--- src/rtl/stopwatch_pkg.sv ---
// Shared definitions for the stopwatch controller: state encodings and default timing.
package stopwatch_pkg;

  typedef enum logic [1:0] {
    StIdle = 2'b00,
    StRun  = 2'b01,
    StStop = 2'b10
  } state_e;

  localparam int unsigned DefTickDiv  = 120000;
  localparam int unsigned DefDbCycles = 60000;
  localparam int unsigned DefLapTicks = 200;
  localparam int unsigned LapW        = 8;

endpackage

--- src/rtl/btn_debounce.sv ---
// Synchronises one raw button, filters bounce and emits a one-cycle press pulse.
module btn_debounce #(
  parameter int unsigned DB_CYCLES = 60000
) (
  input  logic CLK,
  input  logic RST_N,
  input  logic raw,
  output logic press
);

  localparam int unsigned CW = $clog2(DB_CYCLES + 1);

  logic          sync1_q, sync2_q, level_q, press_q;
  logic [CW-1:0] cnt_q;

  always_ff @(posedge CLK or negedge RST_N) begin
    if (!RST_N) begin
      sync1_q <= 1'b0;
      sync2_q <= 1'b0;
      level_q <= 1'b0;
      press_q <= 1'b0;
      cnt_q   <= '0;
    end else begin
      sync1_q <= raw;
      sync2_q <= sync1_q;
      press_q <= 1'b0;
      // Count only while the synchronised level disagrees with the accepted one.
      if (sync2_q == level_q) begin
        cnt_q <= '0;
      end else if (cnt_q == CW'(DB_CYCLES - 1)) begin
        level_q <= sync2_q;
        press_q <= sync2_q;
        cnt_q   <= '0;
      end else begin
        cnt_q <= cnt_q + CW'(1);
      end
    end
  end

  assign press = press_q;

endmodule

--- src/rtl/stopwatch_ctrl.sv ---
// Stopwatch sequencing: button debounce, IDLE/RUN/STOP FSM, centisecond tick and lap freeze.
module stopwatch_ctrl
  import stopwatch_pkg::*;
#(
  parameter int unsigned TICK_DIV  = DefTickDiv,
  parameter int unsigned DB_CYCLES = DefDbCycles,
  parameter int unsigned LAP_TICKS = DefLapTicks
) (
  input  logic       CLK,
  input  logic       RST_N,
  input  logic       btn_start,
  input  logic       btn_stop,
  input  logic       btn_lap,
  input  logic       btn_clear,
  output logic       tick,
  output logic       count_en,
  output logic       count_clr,
  output logic       freeze_load,
  output logic       freeze,
  output logic [1:0] state
);

  localparam int unsigned TW = $clog2(TICK_DIV);

  logic start_p, stop_p, lap_p, clear_p;

  btn_debounce #(.DB_CYCLES(DB_CYCLES)) u_db_start (
    .CLK(CLK), .RST_N(RST_N), .raw(btn_start), .press(start_p)
  );
  btn_debounce #(.DB_CYCLES(DB_CYCLES)) u_db_stop (
    .CLK(CLK), .RST_N(RST_N), .raw(btn_stop), .press(stop_p)
  );
  btn_debounce #(.DB_CYCLES(DB_CYCLES)) u_db_lap (
    .CLK(CLK), .RST_N(RST_N), .raw(btn_lap), .press(lap_p)
  );
  btn_debounce #(.DB_CYCLES(DB_CYCLES)) u_db_clear (
    .CLK(CLK), .RST_N(RST_N), .raw(btn_clear), .press(clear_p)
  );

  logic [TW-1:0]   tick_cnt_q;
  logic [LapW-1:0] lap_q, lap_d;
  state_e          state_q, state_d;
  logic            tick_q, count_en_q, count_clr_q, freeze_load_q, freeze_q;
  logic            tick_wrap, clr_d, fl_d;

  assign tick_wrap = (tick_cnt_q == TW'(TICK_DIV - 1));

  // Clear beats stop beats start beats lap; lap is only honoured in RUN.
  always_comb begin
    state_d = state_q;
    lap_d   = lap_q;
    clr_d   = 1'b0;
    fl_d    = 1'b0;
    if (tick_wrap && (lap_q != '0)) lap_d = lap_q - LapW'(1);
    if (!(state_q inside {StIdle, StRun, StStop})) begin
      state_d = StIdle;
    end else if (clear_p) begin
      state_d = StIdle;
      clr_d   = 1'b1;
      lap_d   = '0;
    end else if (state_q == StRun) begin
      if (stop_p) begin
        state_d = StStop;
      end else if (lap_p) begin
        fl_d  = 1'b1;
        lap_d = LapW'(LAP_TICKS);
      end
    end else if (start_p) begin
      state_d = StRun;
    end
  end

  always_ff @(posedge CLK or negedge RST_N) begin
    if (!RST_N) begin
      tick_cnt_q    <= '0;
      lap_q         <= '0;
      state_q       <= StIdle;
      tick_q        <= 1'b0;
      count_en_q    <= 1'b0;
      count_clr_q   <= 1'b0;
      freeze_load_q <= 1'b0;
      freeze_q      <= 1'b0;
    end else begin
      tick_cnt_q    <= tick_wrap ? '0 : tick_cnt_q + TW'(1);
      lap_q         <= lap_d;
      state_q       <= state_d;
      tick_q        <= tick_wrap;
      count_en_q    <= tick_wrap && (state_d == StRun);
      count_clr_q   <= clr_d;
      freeze_load_q <= fl_d;
      freeze_q      <= (lap_d != '0);
    end
  end

  assign tick        = tick_q;
  assign count_en    = count_en_q;
  assign count_clr   = count_clr_q;
  assign freeze_load = freeze_load_q;
  assign freeze      = freeze_q;
  assign state       = state_q;

endmodule

--- config.mk ---
export PLATFORM = sky130hd
export DESIGN_NAME = stopwatch_ctrl
export DESIGN_NICKNAME = d
export VERILOG_FILES = /design/src/rtl/stopwatch_pkg.sv /design/src/rtl/btn_debounce.sv /design/src/rtl/stopwatch_ctrl.sv
export SDC_FILE = /design/constraint.sdc
export NUM_CORES = 1
export LEC_CHECK = 0
export ABC_AREA = 0
export CAP_MARGIN = 20
export CORE_MARGIN = 2
export CORE_UTILIZATION = 30
export DETAILED_ROUTE_END_ITERATION = 10
export DONT_BUFFER_PORTS = 1
export PLACE_DENSITY = 0.51
export SYNTH_ARGS = -nofsm -noshare
export SYNTH_HDL_FRONTEND = slang
export SYNTH_SLANG_ARGS = --single-unit
--- constraint.sdc ---
create_clock -name CLK -period 4.5 [get_ports CLK]
set_input_delay 1.35 -clock CLK [delete_from_list [all_inputs] [get_ports CLK]]
set_output_delay 1.35 -clock CLK [all_outputs]
set_load 0.02 [all_outputs]
Yosys cells after proc, flatten, opt, wreduce, memory -nomap -nowiden. Cells that the tools add are included.

Register bits after elaboration: 112. Input bits: 6. Output and inout port bits: 7. Word-level logic and storage cells: 95.

$add $sub $neg: 6. Equal/unequal tests: 12. Mux-type cells: 35. Bitwise logic cells: 4. Reduce and logical (&&, ||, !) cells: 10.

Operators by type and width (number): 2-to-1 mux 16 bit (8); adder 16 x 1 -> 16 bit (second input constant) (4); equality test 16 bit (second input constant) (4); 2-to-1 mux 8 bit (6); adder 17 x 1 -> 17 bit (second input constant) (1); equality test 17 bit (second input constant) (1); 2-to-1 mux 17 bit (1); nonzero test 8 bit (2); 2-to-1 mux 1 bit (15); 2-to-1 mux 2 bit (5); AND reduction 2 bit (4); subtractor 8 x 1 -> 8 bit (second input constant) (1); equality test 1 bit (4); equality test 2 x 1 -> 1 bit (second input constant) (2); inverter 1 bit (4); nonzero test 3 bit (1); equality test 2 bit (second input constant) (1); logical AND 1 bit (2); zero test 2 bit (1).

Longest topological paths before layout.
Depth after elaboration: 9. Mapped depth: 8. Mapped depth without buffers: 8.

Modules after synthesis. Synthesis repeated with hierarchy kept, for this count alone.

Cell total of the unflattened synthesis: 517. Area, all modules: 5659.2 um^2.

By module, submodules not included: btn_debounce (instances 4, cells an instance 89, area an instance 994.7 um^2, seq. area each 500.5 um^2); stopwatch_ctrl (instances 1, cells an instance 161, area an instance 1680.4 um^2, seq. area each 800.8 um^2).

Worst setup path before layout. OpenSTA, ideal clock, no wires.

Path type: reg-to-reg. Start point: register tick_cnt_q[6]. End point: register freeze_q, in the netlist freeze. Setup time: 0.139 ns. Arrival: 2.230 ns. Required time: 4.361 ns. Setup slack: 2.131 ns. Cell stages (with the launch flop): 7. Buffers on the path: 0. Clock period less this slack: 2.369 ns. Cells stage by stage: dfrtp_1 or4b_4 nor4_4 nand4b_1 xor2_1 nor2_1 or4b_1.

Cells in the longest elaborated chain, start to end: 9.

RTL lines: start: declaration (RTL line stopwatch_ctrl.sv:40) `logic [TW-1:0] tick_cnt_q;`; start signal: assignment (RTL line stopwatch_ctrl.sv:84) `tick_cnt_q <= tick_wrap ? '0 : tick_cnt_q + TW'(1);`; equality test 17 bit (*) (RTL line stopwatch_ctrl.sv:46) `assign tick_wrap = (tick_cnt_q == TW'(TICK_DIV - 1));`; logical AND 1 bit (*) (RTL line stopwatch_ctrl.sv:54) `if (tick_wrap && (lap_q != '0)) lap_d = lap_q - LapW'(1);`; 2-to-1 mux 8 bit (*) (RTL line stopwatch_ctrl.sv:54); 2-to-1 mux 8 bit (RTL line stopwatch_ctrl.sv:64) `end else if (lap_p) begin`; 2-to-1 mux 8 bit (RTL line stopwatch_ctrl.sv:62) `if (stop_p) begin`; 2-to-1 mux 8 bit (RTL line stopwatch_ctrl.sv:61) `end else if (state_q == StRun) begin`; 2-to-1 mux 8 bit (RTL line stopwatch_ctrl.sv:57) `end else if (clear_p) begin`; 2-to-1 mux 8 bit (*) (RTL line stopwatch_ctrl.sv:55) `if (!(state_q inside {StIdle, StRun, StStop})) begin`; named net lap_d[4] (RTL line stopwatch_ctrl.sv:41) `logic [LapW-1:0] lap_q, lap_d;`; nonzero test 8 bit (*) (RTL line stopwatch_ctrl.sv:91) `freeze_q <= (lap_d != '0);`; end signal: assignment (RTL line stopwatch_ctrl.sv:91); end: declaration (RTL line stopwatch_ctrl.sv:43) `logic tick_q, count_en_q, count_clr_q, freeze_load_q, freeze_q;`.

Mark *: on every way through the listed nets, which the timed path passes. The rest lies on a longest branch. A chain may end at the register's enable or synchronous reset.

Final worst setup path.
Start point: register tick_cnt_q[0]. End point: register freeze_q, in the netlist freeze.

Cells in the longest elaborated chain, start to end: 9.

RTL lines (RTL line): equality test 17 bit (*) (stopwatch_ctrl.sv:46); logical AND 1 bit (*) (stopwatch_ctrl.sv:54); 2-to-1 mux 8 bit (*) (stopwatch_ctrl.sv:54); 2-to-1 mux 8 bit (stopwatch_ctrl.sv:64); 2-to-1 mux 8 bit (stopwatch_ctrl.sv:62); 2-to-1 mux 8 bit (stopwatch_ctrl.sv:61); 2-to-1 mux 8 bit (stopwatch_ctrl.sv:57); 2-to-1 mux 8 bit (*) (stopwatch_ctrl.sv:55); nonzero test 8 bit (*) (stopwatch_ctrl.sv:91).

Every way passes the cells marked *; elsewhere a longest branch is shown, timed or not.

==> flow_summary.ini <==
[power_and_ir_drop]
power_switching_uw = 384
pwr_density_cell_mw_per_mm2 = 320
p_sw_share_pct = 21.1
internal_power_mw = 1.44
share_comb_of_total_power_pct = 1.5
leakage_nw = 2.50
vdd_drop_max_v = 0.000176
clock_power_share_pct = 41.9
power.share.sequential_pct = 56.6

[outcome]
outcome = finished, final reports clean

[detailed_routing]
dr.first_iter.drc_count = 171
detail_route.wl_per_cell_um = 12.5
via_count = 3421
vias_per_cell = 4.71
detailedRoute.firstPassIterationCount = 4
total_detailed_routing_wirelength_mm = 9.06
drtAntennaViolNets = 0
post-route-drc-count = 0

[global_route]
grt_antenna_before_repair = 0
groute.usage.overall_pct = 11.2
grt_pass1_vias = 3404
grt_pass1_wl_mm = 16.3
largest_net_degree_at_the_start_of_global_routing = 113
overflow = 0

[final_layout]
drive_gt1_share_pct = 5.92
flow.area_growth_from_synthesis_pct = 10.4
diodes = 0
post-route-util_pct = 34.0
final_nets = 515

[min_path]
destination_of_the_worst_hold_path = u_db_stop.sync2_q$_DFF_PN0_
hold_depth = 0
path_class_of_the_lowest_slack_min_delay_path = reg2reg
hold_path.startpoint = u_db_stop.sync1_q$_DFF_PN0_

[timing]
finalHoldViolations = 0
post-route-worst-setup-slack_ps = 1910
setup-tns-final_ps = 0
tightestPinTransition_ps = 599
timing.final.setup_violations = 0
layout_worst_path_cycle_share_pct = 57.4
rsz0062_at_grt = no
finClkSkew_ps = 7.29
rel_slew_slack_pct = 60.1
max_freq_mhz = 387
slew_violations = 0
period_needed_ps = 2590

[floorplanning]
io-pin-count = 13
die_area_sq_mm = 0.0182
dieWidth_um = 135
initial_standard_cell_utilization_of_the_core_pct = 30.8
num_rows = 47
design.core.area_sq_mm = 0.0167
die_height_um = 135

[setup_path]
worst_setup_path_end_kind = flop
worst-path-max-fanout = 4
criticalPathCategory = reg2reg
arrival_ps = 2810
rr_worst_depth = 7
required_ps = 4720
worstReg2RegEnd = freeze$_DFF_PN0_
worst-r2r-setup-slack_ps = 1910
cp_launch_type = flop
timing.rr.start = tick_cnt_q[0]$_DFF_PN0_

[logic_synthesis]
post_synth.cell_area_avg_sq_um = 10.3
synth.cell_area_sq_mm = 0.00515
ys_top_cells_by_area = sky130_fd_sc_hd__dfrtp_1 54%, sky130_fd_sc_hd__xor2_1 8.0%, sky130_fd_sc_hd__nor2_1 7.1%, sky130_fd_sc_hd__xnor2_1 5.3%, sky130_fd_sc_hd__nand3_1 2.9%
ys_async_sr_fraction_pct = 100
synthesis.yosys.warnings = 0
most_area_hungry_cell_type_in_the_yosys_netlist = sky130_fd_sc_hd__dfrtp_1
yosys_most_used_dff = sky130_fd_sc_hd__dfrtp_1
synth-edff-count = 0
post_synth_inst_count = 499
synth_fp_nets = 512
synth.top_cell.area_share_pct = 54.5
postSynthRegisterBits = 112
synth_cell_type_count = 40
yosysSeqAreaShare_pct = 54.5

[clock_network]
cts_setup_buffers = 0
worstSkewPairLatency_ps = 350
clockRootBuffer = sky130_fd_sc_hd__clkbuf_16
cts_buffers = 9
cts_tree = yes
cts-htree-levels = 3
post_cts_resize_count = 0
clock-sinks = 112
post_cts_hold_buffer_count = 0
cts.path.max_buffers = 2
cts.clk_slew.worst_paths_ps = 70

[place]
placement.setup.worst_slack_ps = 1920
gp_congestion = 0.827
port_buffers = 0
dp_hpwl_mm = 5.99

[flow_run]
timing.max_cap.violations = 0
-- logic make-up after synthesis --
group                      Yosys count  synth area share (%)
DFF                                112                  54.5
adders and majority gates            7                  1.70
and+or+nand+nor                    256                  25.6
buffers and inverters               22                  1.60
AOI/OAI and AO/OA                   17                  1.90
muxes                                7                  1.46
xor gates and xnor gates            78                  13.3
-- layout by cell type, fill, tap and decap left out, types with 2 or more instances in the layout --
master	count
sky130_fd_sc_hd__dfrtp_1	112
sky130_fd_sc_hd__nor2_1	97
sky130_fd_sc_hd__xor2_1	47
sky130_fd_sc_hd__nand2_1	37
sky130_fd_sc_hd__xnor2_1	31
sky130_fd_sc_hd__nand3_1	30
sky130_fd_sc_hd__nand4_1	20
sky130_fd_sc_hd__inv_1	13
sky130_fd_sc_hd__and3_1	13
sky130_fd_sc_hd__clkbuf_16	9
sky130_fd_sc_hd__nor3_1	7
sky130_fd_sc_hd__nor3b_1	7
sky130_fd_sc_hd__a21oi_1	7
sky130_fd_sc_hd__ha_1	7
sky130_fd_sc_hd__and4_1	6
sky130_fd_sc_hd__or2_2	5
sky130_fd_sc_hd__o21ai_0	5
sky130_fd_sc_hd__nor4_1	4
sky130_fd_sc_hd__nand3b_1	4
sky130_fd_sc_hd__or3_1	4
sky130_fd_sc_hd__mux2_2	4
sky130_fd_sc_hd__nand4b_1	3
sky130_fd_sc_hd__and2_1	3
sky130_fd_sc_hd__nand2b_1	3
sky130_fd_sc_hd__mux2i_1	3
sky130_fd_sc_hd__nor4bb_1	2
sky130_fd_sc_hd__nor2b_1	2
sky130_fd_sc_hd__nand4bb_1	2
sky130_fd_sc_hd__clkinvlp_4	2
sky130_fd_sc_hd__clkbuf_8	2
-- Yosys cell counts, drive strengths merged, types with 2 or more instances --
| master | instances |
|---|---|
| clkbuf | 9 |
| and4 | 6 |
| xor2 | 47 |
| nor3 | 7 |
| nand4 | 20 |
| or4b | 3 |
| mux2 | 4 |
| nor4 | 6 |
| o21ai | 6 |
| nand3b | 4 |
| nand2b | 3 |
| mux2i | 3 |
| and3 | 13 |
| xnor2 | 31 |
| nand2 | 37 |
| nand4b | 3 |
| or2 | 5 |
| or3 | 4 |
| nand3 | 30 |
| nor2b | 2 |
| nor2 | 97 |
| nand4bb | 2 |
| nor3b | 7 |
| and2 | 3 |
| dfrtp | 112 |
| inv | 13 |
| a21oi | 7 |
| ha | 7 |
| nor4bb | 2 |
-- worst max path at each step --
stage                  endpoint  depth (start not counted)                    start  slack, ps
3_5_place_dp   freeze$_DFF_PN0_                          7  tick_cnt_q[0]$_DFF_PN0_       1920
5_1_grt        freeze$_DFF_PN0_                          7  tick_cnt_q[0]$_DFF_PN0_       1730
3_3_place_gp   freeze$_DFF_PN0_                          6  tick_cnt_q[6]$_DFF_PN0_       2020
6_report       freeze$_DFF_PN0_                          7  tick_cnt_q[0]$_DFF_PN0_       1910
4_1_cts        freeze$_DFF_PN0_                          7  tick_cnt_q[0]$_DFF_PN0_       1900
2_1_floorplan  freeze$_DFF_PN0_                          6  tick_cnt_q[6]$_DFF_PN0_       2130
-- stage by stage --
step	cells	cell area (sq um)	hold WS (ps)	power (mW)
global placement	711	5400	337	1.08
CTS	727	5680	351	1.86
global route	727	5680	353	1.91
detailed placement	711	5400	335	1.08
finish	727	5680	350	1.82
floorplan	499	5150	331	1.07
-- flip-flops by register name (all words and copies together) (netlist names), 2 cells and up --
| name | count |
|---|---|
| lap_q | 8 |
| u_db_lap.cnt_q | 16 |
| u_db_stop.cnt_q | 16 |
| u_db_start.cnt_q | 16 |
| tick_cnt_q | 17 |
| state | 2 |
| u_db_clear.cnt_q | 16 |
-- worst max-delay path, cell delays in order (launching register included) --
cell and delay (ps):
sky130_fd_sc_hd__dfrtp_1 390, sky130_fd_sc_hd__ha_1 220, sky130_fd_sc_hd__nand4_1 240, sky130_fd_sc_hd__nor4_2 520, sky130_fd_sc_hd__o21ai_1 260, sky130_fd_sc_hd__mux2i_1 230, sky130_fd_sc_hd__o221ai_1 130, sky130_fd_sc_hd__or4b_1 490
-- power groups by stage --
stage	Sequential [mW]	Clock [mW]	Combinational (mW)
floorplan	1.05	0	0.0238
detailed placement	1.05	0	0.0275
global placement	1.05	0	0.0276
global route	1.03	0.847	0.0315
CTS	1.03	0.801	0.0278
finish	1.03	0.763	0.0272
-- cell type report --
cell class | instances | area [sq um]
Sequential cell | 112 | 2800
Tap cell | 220 | 275
Timing Repair Buffer | 1 | 7.51
Clock buffer | 12 | 256
Fill cell | 1702 | 11000
Clock inverter | 4 | 28.8
Inverter | 13 | 48.8
Multi-Input combinational cell | 365 | 2260
-- metal layers --
| metal | GRT usage (%) | wire (um) | up-vias |
|---|---|---|---|
| li1 | - | - | 1689 |
| met1 | 15.4 | 4630 | 1689 |
| met2 | 16.5 | 4050 | 36 |
| met3 | 4.09 | 273 | 7 |
| met4 | 3.24 | 100 | 0 |
| met5 | 0 | 0 | - |
Power figures use the tool's default switching activity.
